`src/rtl/apb_pkg.sv`:
```
// Shared APB definitions: requester state encoding and default bus widths.
package apb_pkg;

  localparam int APB_ADDR_W = 32;
  localparam int APB_DATA_W = 32;

  typedef enum logic [1:0] {
    IDLE   = 2'd0,
    SETUP  = 2'd1,
    ACCESS = 2'd2
  } apb_state_t;

endpackage

```
`src/rtl/apb_wait_timer.sv`:
```
// ACCESS-phase wait timer: flags the wait cycle that uses up the LIMIT budget.
// Instantiated by apb_requester only when APB_REQUESTER_TIMEOUT_EN is defined.
module apb_wait_timer
  import apb_pkg::*;
#(
  parameter int unsigned LIMIT = 16
) (
  input  logic clk,
  input  logic presetn,
  input  logic clear,
  input  logic tick,
  output logic expired
);

  // Down-counter holding the wait cycles left before the terminal cycle.
  localparam logic [15:0] LOAD = 16'(LIMIT - 1);

  logic [15:0] remaining;

  always_ff @(posedge clk or negedge presetn) begin
    if (!presetn) begin
      remaining <= LOAD;
    end else if (clear) begin
      remaining <= LOAD;
    end else if (tick && (remaining != 16'd0)) begin
      remaining <= remaining - 16'd1;
    end
  end

  assign expired = tick && (remaining == 16'd0);

endmodule

```
`src/rtl/apb_requester.sv`:
```
// APB initiator: one command in, one SETUP/ACCESS transfer out, one response back.
// Optional ACCESS timeout is compiled in with APB_REQUESTER_TIMEOUT_EN.
//
// state  | meaning
// IDLE   | cmd_ready high, waiting for a command
// SETUP  | psel high, penable low, exactly one cycle
// ACCESS | psel and penable high until pready (or timeout)
module apb_requester
  import apb_pkg::*;
#(
  parameter int unsigned ADDR_WIDTH     = APB_ADDR_W,
  parameter int unsigned DATA_WIDTH     = APB_DATA_W,
  parameter int unsigned TIMEOUT_CYCLES = 16
) (
  input  logic                  clk,
  input  logic                  presetn,
  input  logic                  cmd_valid,
  output logic                  cmd_ready,
  input  logic                  cmd_write,
  input  logic [ADDR_WIDTH-1:0] cmd_addr,
  input  logic [DATA_WIDTH-1:0] cmd_wdata,
  output logic                  rsp_valid,
  output logic [DATA_WIDTH-1:0] rsp_rdata,
  output logic                  rsp_err,
  output logic                  psel,
  output logic                  penable,
  output logic                  pwrite,
  output logic [ADDR_WIDTH-1:0] paddr,
  output logic [DATA_WIDTH-1:0] pwdata,
  input  logic [DATA_WIDTH-1:0] prdata,
  input  logic                  pready,
  input  logic                  pslverr
);

  localparam logic [1:0] S_IDLE   = IDLE;
  localparam logic [1:0] S_SETUP  = SETUP;
  localparam logic [1:0] S_ACCESS = ACCESS;

  logic [1:0] state;
  logic       tmo_expired;

`ifdef APB_REQUESTER_TIMEOUT_EN
  logic timer_clear;
  logic timer_tick;

  assign timer_clear = (state == S_SETUP);
  assign timer_tick  = (state == S_ACCESS) && !pready;

  apb_wait_timer #(
    .LIMIT (TIMEOUT_CYCLES)
  ) u_wait_timer (
    .clk     (clk),
    .presetn (presetn),
    .clear   (timer_clear),
    .tick    (timer_tick),
    .expired (tmo_expired)
  );
`else
  logic unused_timeout_cfg;

  assign unused_timeout_cfg = (TIMEOUT_CYCLES != 0);
  assign tmo_expired        = 1'b0;
`endif

  always_ff @(posedge clk or negedge presetn) begin
    if (!presetn) begin
      state     <= S_IDLE;
      cmd_ready <= 1'b1;
      rsp_valid <= 1'b0;
      rsp_err   <= 1'b0;
      rsp_rdata <= '0;
      psel      <= 1'b0;
      penable   <= 1'b0;
      pwrite    <= 1'b0;
      paddr     <= '0;
      pwdata    <= '0;
    end else begin
      rsp_valid <= 1'b0;
      case (state)
        S_IDLE: begin
          if (cmd_valid && cmd_ready) begin
            state     <= S_SETUP;
            cmd_ready <= 1'b0;
            psel      <= 1'b1;
            pwrite    <= cmd_write;
            paddr     <= cmd_addr;
            pwdata    <= cmd_wdata;
          end
        end
        S_SETUP: begin
          state   <= S_ACCESS;
          penable <= 1'b1;
        end
        S_ACCESS: begin
          // pready takes priority over a timeout landing in the same cycle.
          if (pready) begin
            state     <= S_IDLE;
            cmd_ready <= 1'b1;
            psel      <= 1'b0;
            penable   <= 1'b0;
            rsp_valid <= 1'b1;
            rsp_err   <= pslverr;
            rsp_rdata <= (pslverr || pwrite) ? '0 : prdata;
          end else if (tmo_expired) begin
            state     <= S_IDLE;
            cmd_ready <= 1'b1;
            psel      <= 1'b0;
            penable   <= 1'b0;
            rsp_valid <= 1'b1;
            rsp_err   <= 1'b1;
            rsp_rdata <= '0;
          end
        end
        default: begin
          state     <= S_IDLE;
          cmd_ready <= 1'b1;
          psel      <= 1'b0;
          penable   <= 1'b0;
        end
      endcase
    end
  end

endmodule
```
`config.mk`:
```
export PLATFORM = sky130hd
export DESIGN_NAME = apb_requester
export DESIGN_NICKNAME = d
export VERILOG_FILES = /design/src/rtl/apb_pkg.sv /design/src/rtl/apb_wait_timer.sv /design/src/rtl/apb_requester.sv
export SDC_FILE = /design/constraint.sdc
export NUM_CORES = 1
export LEC_CHECK = 0
export CAP_MARGIN = 20
export CORE_ASPECT_RATIO = 0.8
export CORE_UTILIZATION = 36
export DETAILED_ROUTE_END_ITERATION = 12
export PLACE_DENSITY = 0.85
export SLEW_MARGIN = 20
export SYNTH_ARGS = -nofsm -noshare
export SYNTH_HDL_FRONTEND = slang
export SYNTH_HIERARCHICAL = 1
export SYNTH_SLANG_ARGS = --single-unit
```
`constraint.sdc`:
```
create_clock -name clk -period 1.4 [get_ports clk]
set_input_delay 0.28 -clock clk [delete_from_list [all_inputs] [get_ports clk]]
set_output_delay 0.28 -clock clk [all_outputs]
set_load 0.005 [all_outputs]
```
# Word-level counts from Yosys, hierarchy flattened
# Cells that the tools add are included.
# word_totals
out_inout_bits	102
wordCells	37
reg_bits	104
inputBits	102
# op_classes
n_eq_ne	4
muxes	13
bitwise_logic	2
reduce_logical	8
# op_table
op	count
32-bit 2-to-1 mux	1
1-bit one-hot mux with 3 select lines	3
2-bit AND reduction	4
1-bit 2-to-1 mux	6
2-bit one-hot mux with 3 select lines	1
2-bit 2-to-1 mux	2
2-bit inequality test, second input constant	2
3-bit AND reduction	1
2-bit by 1-bit equality test with 1-bit output, second input constant	1
2-bit equality test, second input constant	1
2-bit zero test	1
1-bit NOT	2
1-bit logical AND	1
1-bit logical OR	1

# Depth between registers and ports, before layout
# Gate-level depths: netlist of the first run.
# depth
ltp_word	3
mapped_depth	5
mapped_depth_nobuf	3

# Worst setup path after synthesis of the first run
# OpenSTA, ideal clock, no wires.
# synth_timing
path_kind	flip-flop to flip-flop
from	register cmd_ready
to	register paddr[0]
stages_incl_launch_ff	5
setup_slack_ns	-0.109
arrival_ns	1.384
t_required_ns	1.275
setup_ns	0.125
cell_sequence	dfstp_2 -> and4bb_4 -> buf_6 -> buf_12 -> mux2_4
# synth_via
elab_chain_cells	2
# synth_rtl
element	line_no	source
start, declared	apb_requester.sv:18	output logic cmd_ready,
start signal, assigned	apb_requester.sv:68	cmd_ready <= 1'b1;
start signal, assigned	apb_requester.sv:83	cmd_ready <= 1'b0;
start signal, assigned	apb_requester.sv:98	cmd_ready <= 1'b1;
1-bit logical AND	apb_requester.sv:81	if (cmd_valid && cmd_ready) begin
2-bit AND reduction (no source line)	-	
end signal, assigned	apb_requester.sv:86	paddr <= cmd_addr;
end, declared	apb_requester.sv:28	output logic [ADDR_WIDTH-1:0] paddr,
# Every way passes these cells.
# A chain may end at the register's enable or synchronous reset.

# Worst setup path after layout of the first run
# layout_timing
from	register cmd_ready
to	register pwdata[27]
# layout_via
elab_chain_cells	2
# layout_rtl
element	line_no	source
1-bit logical AND	apb_requester.sv:81	
2-bit AND reduction (no source line)	-	
end signal, assigned	apb_requester.sv:87	pwdata <= cmd_wdata;
end, declared	apb_requester.sv:29	output logic [DATA_WIDTH-1:0] pwdata,
# Every way passes these cells.

==> reports/qor.txt, run 1 <==
status = finished, violations left
failing checks = negative setup slack
initial antenna violation count = 0
Flop pwr share = 47.5%
fraction of layout cells with a size suffix above 1 = 23.6%
Req. time, crit path = 1.62 ns
DRC errors left = 0
Max-Cap Viols = 0
DR iter-0 viols = 95
clock-pin slew on the worst setup and hold paths = 0.07 ns
CTS root buffer = clkbuf_16
critical path launch point type = register
I/O pins = 204
Buffers & Inverters on Critical Path = 2
Yosys cell types = 20
area fraction of the dominant cell type after synthesis = 63.1%
Pleak = 3.58 nW
die width = 121 um
Non-Filler Instances = 682
Switching Share = 24.4%
ant diodes = 0
leading area contributor after synthesis = dfrtp_1
YS warnings = 6
Mapped Area = 0.00408 mm2
RSZ-0062 raised after global routing = true
Routed Antenna Nets = 0
Die Footprint = 0.0118 mm2
Slew @ Worst Pin = 0.301 ns
sequence of cells on the critical path = and4bb_4 -> buf_12 -> clkbuf_16 -> mux2_4
Area contributors post-synth = dfrtp_1 (63%), mux2_4 (11%), mux2_2 (9.9%)
minimum hold slack = 0.477 ns
Tmin final = 1.55 ns
CORE AREA = 0.0110 mm2
worst slack, placed = -0.423 ns
Setup TNS = -7.53 ns
Synth-to-Final Area Change = 70.0%
DRT Wirelength = 10900 um
largest net degree at the start of global routing = 58
syn_nets = 398
synthesized instance count = 296
Int Power = 5.83 mW
Skew-Pair Late Insertion Delay = 0.33 ns
Power Dens Cells = 1110 mW/mm2
final setup fails = 66
slowest stage delay, CP = 0.53 ns
fin area = 0.00694 mm2
Fmax = 0.647 GHz
Die Y = 97.3 um
WS Path Type = register to register
worst clock skew = 0.00643 ns
initial core utilization = 37.2%
Storage cell area = 0.00260 mm2
Cell Area, Placed = 0.00632 mm2
maximum root-to-sink buffer count = 2
maximum net fanout on the critical path = 8
# rows = 34
worst vdd ir = 0.000616 V
clock power share = 30.4%
GR Util All Layers = 18.7%
Total Power = 7.71 mW
port bufs = 203
Final nets = 635
Vias/cell = 4.55
Critical Path End Type = register
Inst Count DP = 639
slowest CP cell = dfstp_2
drt first pass iters = 4
# fillers = 867
post-route setup slack = -0.146 ns
Arrival @ worst endpoint = 1.76 ns
vias in the first global route = 3397
Clock Sinks = 104
first-pass GRT wire length = 17100 um
total CTS buffers = 9
max-slew violation count = 0
post-synthesis sequential area ratio = 63.8%
slew margin rel. = 79.9%
Multi-input gate area = 0.00141 mm2
gpl congestion = 0.729
GRT overflow = 0
# H-tree levels = 3
combinational share of power = 22.1%
Mean Syn Cell Area = 13.8 um2
clock tree from TritonCTS = done
HPWL after DPL = 7450 um
Fin. Hold Viols = 0
Avg WL per Cell = 15.9 um
via count = 3106
hold crit path type = register to register
FF+latch count, synth = 104
post-layout util = 63.2%
CP delay by family, top = flip-flops
fin crit share = 110%
Psw = 1.88 mW
==> cell families (layout without fill, tap and decap cells) <==
| group | count (synthesis) | in the layout | synth area share (%) |
|---|---|---|---|
| AOI/OAI and AO/OA | 38 | 38 | 4.93 |
| buffers and inverters | 19 | 261 | 3.56 |
| DFF | 104 | 104 | 63.8 |
| muxes | 66 | 66 | 21.0 |
| and+or+nand+nor | 69 | 69 | 6.77 |
==> routing by layer <==
layer / track usage, % / up-vias / wire (um)
met4: 4.27 / 0 / 101
met2: 31.9 / 114 / 5280
met5: 0 / - / 0
met3: 5.46 / 7 / 760
met1: 23.3 / 1512 / 4730
li1: - / 1473 / -
==> area by class of cell <==
type | count | share of cell area [%]
timing repair buffer | 243 | 35.4
clock buffer | 10 | 3.44
multi-input combinational | 173 | 20.3
tap | 144 | 2.60
sequential | 104 | 37.5
clock inverter | 6 | 0.631
inverter | 2 | 0.108
==> sequential cells by signal, indices dropped and copies added (netlist names) <==
name and cells:
rsp_rdata 32, cmd_ready 1, pwrite 1, rsp_valid 1, psel 1, paddr 32
pwdata 32, penable 1, rsp_err 1, state 2
==> Yosys cell counts <==
library cell  instances
dfrtp_1             103
nand2_1              64
mux2_2               36
o21ai_0              33
mux2_4               30
buf_2                 5
clkbuf_1              5
buf_12                3
buf_4                 3
a21o_1                2
inv_1                 2
nor2_1                2
a21oi_1               1
and4bb_4              1
buf_6                 1
dfstp_2               1
nand3b_1              1
nor3_1                1
o21a_1                1
o22a_1                1
==> worst paths after layout <==
path | from | slack (ns) | cells past startpoint | endpoint
worst max-delay path | cmd_ready | -0.15 | 4 | pwdata[27]
worst min register to register | rsp_rdata[24] | 0.48 | 2 | rsp_rdata[24]
min in group asynchronous | presetn | 0.49 | 3 | penable
worst max register to register | cmd_ready | -0.15 | 4 | pwdata[27]
worst min-delay path | rsp_rdata[24] | 0.48 | 2 | rsp_rdata[24]
max in group asynchronous | presetn | 0.59 | 3 | cmd_ready
==> repair_timing <==
action,in CTS,in global routing
hold buffers,1,0
gates cloned,3,4
setup endpoints to repair,168,85
resized for setup,121,21
pin swaps,0,0
buffers inserted,18,2
hold endpoints to repair,103,0
==> worst register-to-register path: stages, from the launching register on <==
cell	delay, ns
dfstp_2	0.53
and4bb_4	0.25
buf_12	0.17
clkbuf_16	0.19
mux2_4	0.30
==> power groups by stage <==
| stage | clock network [mW] | logic, mW | registers (mW) |
|---|---|---|---|
| global route | 2.54 | 1.85 | 3.72 |
| detailed placement | 0 | 1.89 | 3.74 |
| finish | 2.35 | 1.71 | 3.66 |
| global placement | 0 | 1.84 | 3.72 |
| floorplan | 0 | 0.465 | 3.75 |
| CTS | 2.43 | 1.69 | 3.66 |
==> cells in the final DEF, fill, tap and decap left out, drive strengths merged, types with 2 or more instances in the layout <==
master,count
nand2,64
mux2,66
o21ai,33
clkinv,4
inv,3
buf,37
nor2,2
clkdlybuf4s50,100
dfrtp,103
dlygate4sd2,101
clkbuf,14
a21o,2
Power figures use the tool's default switching activity.
==> run 2, diff against run 1 <==
--- a/config.mk
+++ b/config.mk
@@ -7,8 +7,10 @@
 export LEC_CHECK = 0
 export CAP_MARGIN = 20
 export CORE_ASPECT_RATIO = 0.8
+export CORE_MARGIN = 1
 export CORE_UTILIZATION = 36
 export DETAILED_ROUTE_END_ITERATION = 12
+export GPL_TIMING_DRIVEN = 0
 export PLACE_DENSITY = 0.85
 export SLEW_MARGIN = 20
 export SYNTH_ARGS = -nofsm -noshare
==> reports/qor.txt, run 2 (same netlist as run 1, synthesis figures left out) <==
post-layout util = 62.1% (-1.2 points)
Fin. Hold Viols = 0 (unchanged)
I/O pins = 204 (unchanged)
Cell Area, Placed = 0.00633 mm2 (+0.16%)
fin crit share = 111% (+0.85 points)
slowest stage delay, CP = 0.53 ns (about the same)
sequence of cells on the critical path = and4bb_4 -> buf_12 -> buf_12 -> mux2_4
CTS root buffer = clkbuf_16
WS Path Type = register to register
Clock Sinks = 104 (unchanged)
hold wc startpoint = pready
die width = 121 um (unchanged)
Setup TNS = -7.60 ns (-0.0669 ns)
CORE AREA = 0.0110 mm2 (unchanged)
# fillers = 880 (+1.5%)
largest net degree at the start of global routing = 54 (-6.9%)
Req. time, crit path = 1.61 ns (about the same)
minimum hold slack = 0.364 ns (-0.113 ns)
Max-Cap Viols = 0 (unchanged)
Arrival @ worst endpoint = 1.77 ns (about the same)
max-slew violation count = 0 (unchanged)
Synth-to-Final Area Change = 66.8%
first-pass GRT wire length = 16900 um (-1.0%)
fraction of layout cells with a size suffix above 1 = 23.0% (-0.56 points)
Flop pwr share = 44.1% (-3.4 points)
most common cell after layout, fill and taps aside = dfrtp_1
commonest non-fill, non-tap cells in the layout = dfrtp_1 (102), dlygate4sd2_1 (101), clkdlybuf4s50_1 (99)
Storage cell area = 0.00261 mm2 (about the same)
clock-pin slew on the worst setup and hold paths = 0.07 ns (about the same)
Buffers & Inverters on Critical Path = 2 (unchanged)
Die Footprint = 0.0118 mm2 (unchanged)
slowest CP cell = dfstp_2
final setup fails = 65 (-1.5%)
Final nets = 635 (unchanged)
# H-tree levels = 3 (unchanged)
clock tree from TritonCTS = done
Psw = 1.84 mW (-1.9%)
vias in the first global route = 3357 (-1.2%)
crit path from = cmd_ready
maximum root-to-sink buffer count = 2 (unchanged)
# rows = 34 (unchanged)
total CTS buffers = 9 (unchanged)
Power Dens Cells = 1220 mW/mm2 (+9.7%)
gpl congestion = 0.784 (+7.5%)
Switching Share = 22.2% (-2.2 points)
DRC errors left = 0 (unchanged)
hold crit path type = input port to register
Die Y = 97.3 um (unchanged)
GRT overflow = 0 (unchanged)
slew margin rel. = 67.2% (-13 points)
Fmax = 0.642 GHz (-0.77%)
Regs by FF count = paddr: 32 flops, pwdata: 32 flops, rsp_rdata: 32 flops
RSZ-0062 raised after global routing = true
fin area = 0.00681 mm2 (-1.9%)
Routed Antenna Nets = 0 (unchanged)
DRT Wirelength = 10800 um (-1.1%)
Int Power = 6.46 mW (+11%)
critical path launch point type = register
HPWL after DPL = 7810 um (+4.7%)
post-route setup slack = -0.158 ns (-0.0119 ns)
Skew-Pair Late Insertion Delay = 0.34 ns (about the same)
drt first pass iters = 4 (unchanged)
CP delay by family, top = flip-flops
R2R Path Start = cmd_ready
worst clock skew = 0.0111 ns (+0.00466 ns)
clock power share = 35.9% (+5.5 points)
via count = 3150 (+1.4%)
worst vdd ir = 0.000664 V (+7.8%)
initial antenna violation count = 0 (unchanged)
Tmin final = 1.56 ns (+0.0119 ns)
Avg WL per Cell = 15.8 um (-1.1%)
Most common cell on crit path = buf_12
initial core utilization = 37.2% (unchanged)
ant diodes = 0 (unchanged)
Critical Path End Type = register
port bufs = 203 (unchanged)
combinational share of power = 19.9% (-2.2 points)
Slew @ Worst Pin = 0.491 ns (+0.190 ns)
GR Util All Layers = 18.4% (-0.28 points)
Vias/cell = 4.62 (+1.4%)
Multi-input gate area = 0.00137 mm2 (-2.7%)
DR iter-0 viols = 94 (-1.1%)
failing checks = negative setup slack
Pleak = 3.55 nW (-0.96%)
maximum net fanout on the critical path = 10 (+2)
status = finished, violations left
[run 2: final timing paths]
kind	endpoint	slack [ns]	cells past startpoint
max	paddr[11]	-0.16	4
min	state[1]	0.36	3
max reg2reg	paddr[11]	-0.16	4
min reg2reg	rsp_rdata[27]	0.48	2
max in group asynchronous	cmd_ready	0.29	3
min in group asynchronous	pwdata[4]	0.46	2
[run 2: what timing repair did]
| item | CTS | global route |
|---|---|---|
| endpoints found under the hold margin | 51 | 0 |
| hold buffers | 1 | 0 |
| endpoints found under the setup margin | 193 | 99 |
| buffers inserted | 17 | 6 |
| pin swaps | 0 | 2 |
| gates resized for setup | 119 | 20 |
| gates cloned | 0 | 0 |
[run 2: layer usage]
metal	part of all wire [%]	global-route usage (%)	vias up
met5	0	0	-
met4	1.3	4.27	0
met3	7.0	6.46	14
met2	50	32.2	123
met1	42	21.5	1544
li1	-	-	1469
[run 2: worst reg2reg max path: stages (launching register included)]
cell and delay, ns:
dfstp_2 0.53, and4bb_4 0.29, buf_12 0.15, buf_12 0.16, mux2_4 0.32
[run 2: per-stage QoR]
stage          setup WS, ns  power (mW)  std cells
6_report             -0.158        8.30        682
5_1_grt              -0.184        8.70        682
4_1_cts              -0.157        8.37        678
3_5_place_dp         -0.451        5.61        644
3_3_place_gp          -3.69        5.52        643
2_1_floorplan        -0.102        4.22        296
[run 2: power groups by stage]
stage,clock (mW),combinational [mW],sequential (mW)
floorplan,0,0.465,3.75
global placement,0,1.82,3.70
detailed placement,0,1.87,3.74
CTS,3.05,1.67,3.66
global route,3.19,1.80,3.71
finish,2.98,1.66,3.66
[run 2: cell type report]
type | count | area share [%]
sequential | 104 | 38.2
timing repair buffer | 228 | 31.3
multi-input combinational | 173 | 20.1
clock buffer | 12 | 3.47
tap | 144 | 2.65
buffer | 15 | 2.33
clock inverter | 4 | 1.76
inverter | 2 | 0.110
==> run 3, diff against run 2 <==
--- a/config.mk
+++ b/config.mk
@@ -8,10 +8,11 @@
 export CAP_MARGIN = 20
 export CORE_ASPECT_RATIO = 0.8
 export CORE_MARGIN = 1
-export CORE_UTILIZATION = 36
+export CORE_UTILIZATION = 40
 export DETAILED_ROUTE_END_ITERATION = 12
 export GPL_TIMING_DRIVEN = 0
-export PLACE_DENSITY = 0.85
+export PLACE_DENSITY = 0.89
+export REMOVE_ABC_BUFFERS = 1
 export SLEW_MARGIN = 20
 export SYNTH_ARGS = -nofsm -noshare
 export SYNTH_HDL_FRONTEND = slang
==> constraint.sdc (replaced) <==
create_clock -name clk -period 2 [get_ports clk]
set_input_delay 0.4 -clock clk [delete_from_list [all_inputs] [get_ports clk]]
set_output_delay 0.4 -clock clk [all_outputs]
set_load 0.005 [all_outputs]
==> reports/qor.txt, run 3 (same netlist as run 1, synthesis figures left out) <==
vias in the first global route = 3051 (-9.1%)
fin crit share = 94.1%
Fmax = 0.531 GHz
maximum root-to-sink buffer count = 2 (unchanged)
Regs by FF count = paddr: 32 flops, pwdata: 32 flops, rsp_rdata: 32 flops
Clock Sinks = 104 (unchanged)
largest net degree at the start of global routing = 83 (+54%)
commonest non-fill, non-tap cells in the layout = clkdlybuf4s50_1 (202), dfrtp_1 (103), nand2_1 (64)
initial core utilization = 41.8% (+4.6 points)
Int Power = 4.46 mW (-31%)
Final nets = 601 (-5.4%)
fraction of layout cells with a size suffix above 1 = 17.5% (-5.6 points)
Flop pwr share = 45.0% (+0.9 points)
Total Power = 5.74 mW (-31%)
clock-pin slew on the worst setup and hold paths = 0.06 ns (about the same)
Hold Path Stages = 1 (-2)
DRC errors left = 0 (unchanged)
slowest stage delay, CP = 0.55 ns (+0.02 ns)
Slew @ Worst Pin = 0.718 ns (+0.226 ns)
CP delay by family, top = buffers and inverters
CORE AREA = 0.00977 mm2 (-11%)
CTS root buffer = clkbuf_16
combinational share of power = 22.7% (+2.8 points)
most common cell after layout, fill and taps aside = clkdlybuf4s50_1
Tmin final = 1.88 ns
DRT Wirelength = 10400 um (-3.5%)
post-route setup slack = 0.118 ns (+0.276 ns)
Routed Antenna Nets = 0 (unchanged)
die width = 115 um (-5.0%)
RSZ-0062 raised after global routing = false
GRT overflow = 0 (unchanged)
max-slew violation count = 0 (unchanged)
slew margin rel. = 52.0% (-15 points)
GR Util All Layers = 20.0% (+1.5 points)
Req. time, crit path = 2.22 ns (+0.61 ns)
HPWL after DPL = 7600 um (-2.6%)
worst clock skew = 0.00647 ns (-0.00462 ns)
total CTS buffers = 9 (unchanged)
Power Dens Cells = 873 mW/mm2 (-28%)
Arrival @ worst endpoint = 2.10 ns (+0.33 ns)
clock power share = 32.3% (-3.6 points)
Fin. Hold Viols = 0 (unchanged)
initial antenna violation count = 0 (unchanged)
final setup fails = 0 (-100%)
# H-tree levels = 3 (unchanged)
Non-Filler Instances = 640 (-6.2%)
Critical Path End Type = register
clock tree from TritonCTS = done
worst slack, placed = -0.337 ns (+0.114 ns)
Die Footprint = 0.0106 mm2 (-9.8%)
Psw = 1.28 mW (-31%)
gpl congestion = 0.746 (-4.9%)
critical path launch point type = input port
Skew-Pair Late Insertion Delay = 0.34 ns (about the same)
Vias/cell = 4.70 (+1.8%)
Die Y = 92.4 um (-5.0%)
sequence of cells on the critical path = clkdlybuf4s50_1 -> and4bb_4 -> buf_16 -> mux2_2
status = finished, final reports clean
first-pass GRT wire length = 16000 um (-5.4%)
worst vdd ir = 0.000485 V (-27%)
Avg WL per Cell = 16.2 um (+2.8%)
slowest CP cell = clkdlybuf4s50_1
Buffers & Inverters on Critical Path = 2 (unchanged)
port bufs = 203 (unchanged)
I/O pins = 204 (unchanged)
ant diodes = 0 (unchanged)
FF-to-FF path depth = 3 (-1)
# rows = 32 (-5.9%)
Pleak = 2.93 nW (-18%)
drt first pass iters = 5 (+1)
Max-Cap Viols = 0 (unchanged)
WS Path Type = input port to register
hold crit path type = register to register
DR iter-0 viols = 118 (+26%)
Switching Share = 22.3% (+0.065 points)
maximum net fanout on the critical path = 42 (+32)
via count = 3009 (-4.5%)
Inst Count DP = 622 (-3.4%)
Setup TNS = 0 ns (+7.60 ns)
Synth-to-Final Area Change = 61.0%
critical path depth = 4 (unchanged)
## run 3: changes by cell type in the layout (fill, tap and decap cells not counted), sizes merged
| cell | previous run | this run |
|---|---|---|
| clkdlybuf4s50 | 99 | 202 |
| dlygate4sd2 | 101 | 0 |
| buf | 33 | 5 |
| clkbuf | 20 | 13 |
| bufinv | 4 | 2 |
| and4bb | 1 | 2 |
| clkinvlp | 0 | 1 |
| dlymetal6s2s | 1 | 0 |
## run 3: repair_timing
action                                  4_1_cts  5_1_grt
endpoints found under the setup margin        0       18
resized for setup                             0        0
hold endpoints to repair                     22        0
hold buffers                                  1        0
setup buffers                                 0        0
## run 3: through the flow
step	cell area, um2	utilization [%]	hold slack, ns
after floorplan	3950	-	0.104
after global placement	6150	62.9	0.460
after detailed placement	6230	63.8	0.264
after CTS	6560	67.2	0.477
after global routing	6570	67.3	0.486
final	6570	67.3	0.483
## run 3: worst reg2reg max path, delay by kind of cell (launching register included)
kind | cells | cell delay (ns)
buffers and inverters | 1 | 0.30
AND/OR/NAND/NOR | 1 | 0.44
flip-flops | 1 | 0.57
multiplexers | 1 | 0.39
## run 3: power by group through the flow
stage          Combinational (mW)  Clock, mW  Sequential (mW)
2_1_floorplan               0.322          0             2.63
4_1_cts                      1.32       1.91             2.58
3_3_place_gp                 1.26          0             2.60
5_1_grt                      1.40       2.00             2.62
6_report                     1.30       1.86             2.58
3_5_place_dp                 1.31          0             2.62
## run 3: worst paths after layout
kind                       slack [ns]      start   endpoint
setup / recovery                 0.12  cmd_valid  pwdata[1]
setup reg to reg                 0.18  cmd_ready  pwdata[1]
hold / removal                   0.48       psel       psel
hold reg to reg                  0.48       psel       psel
min in group asynchronous        0.49    presetn  paddr[10]
max in group asynchronous        0.84    presetn  cmd_ready
## run 3: area by class of cell
type	count	area, um2
clock buffers	13	250
well taps	136	170
flip-flops and latches	104	2600
fillers	747	3200
clock inverters	3	67.6
repair buffers	208	2120
multi-input cells	174	1350
inverters	2	7.51
## run 3: per-layer routing
metal | vias up | part of all wire [%] | track usage [%]
li1 | 1406 | - | -
met1 | 1486 | 40 | 22.8
met2 | 104 | 52 | 35.6
met3 | 13 | 5.7 | 5.76
met4 | 0 | 1.6 | 6.71
met5 | - | 0 | 0
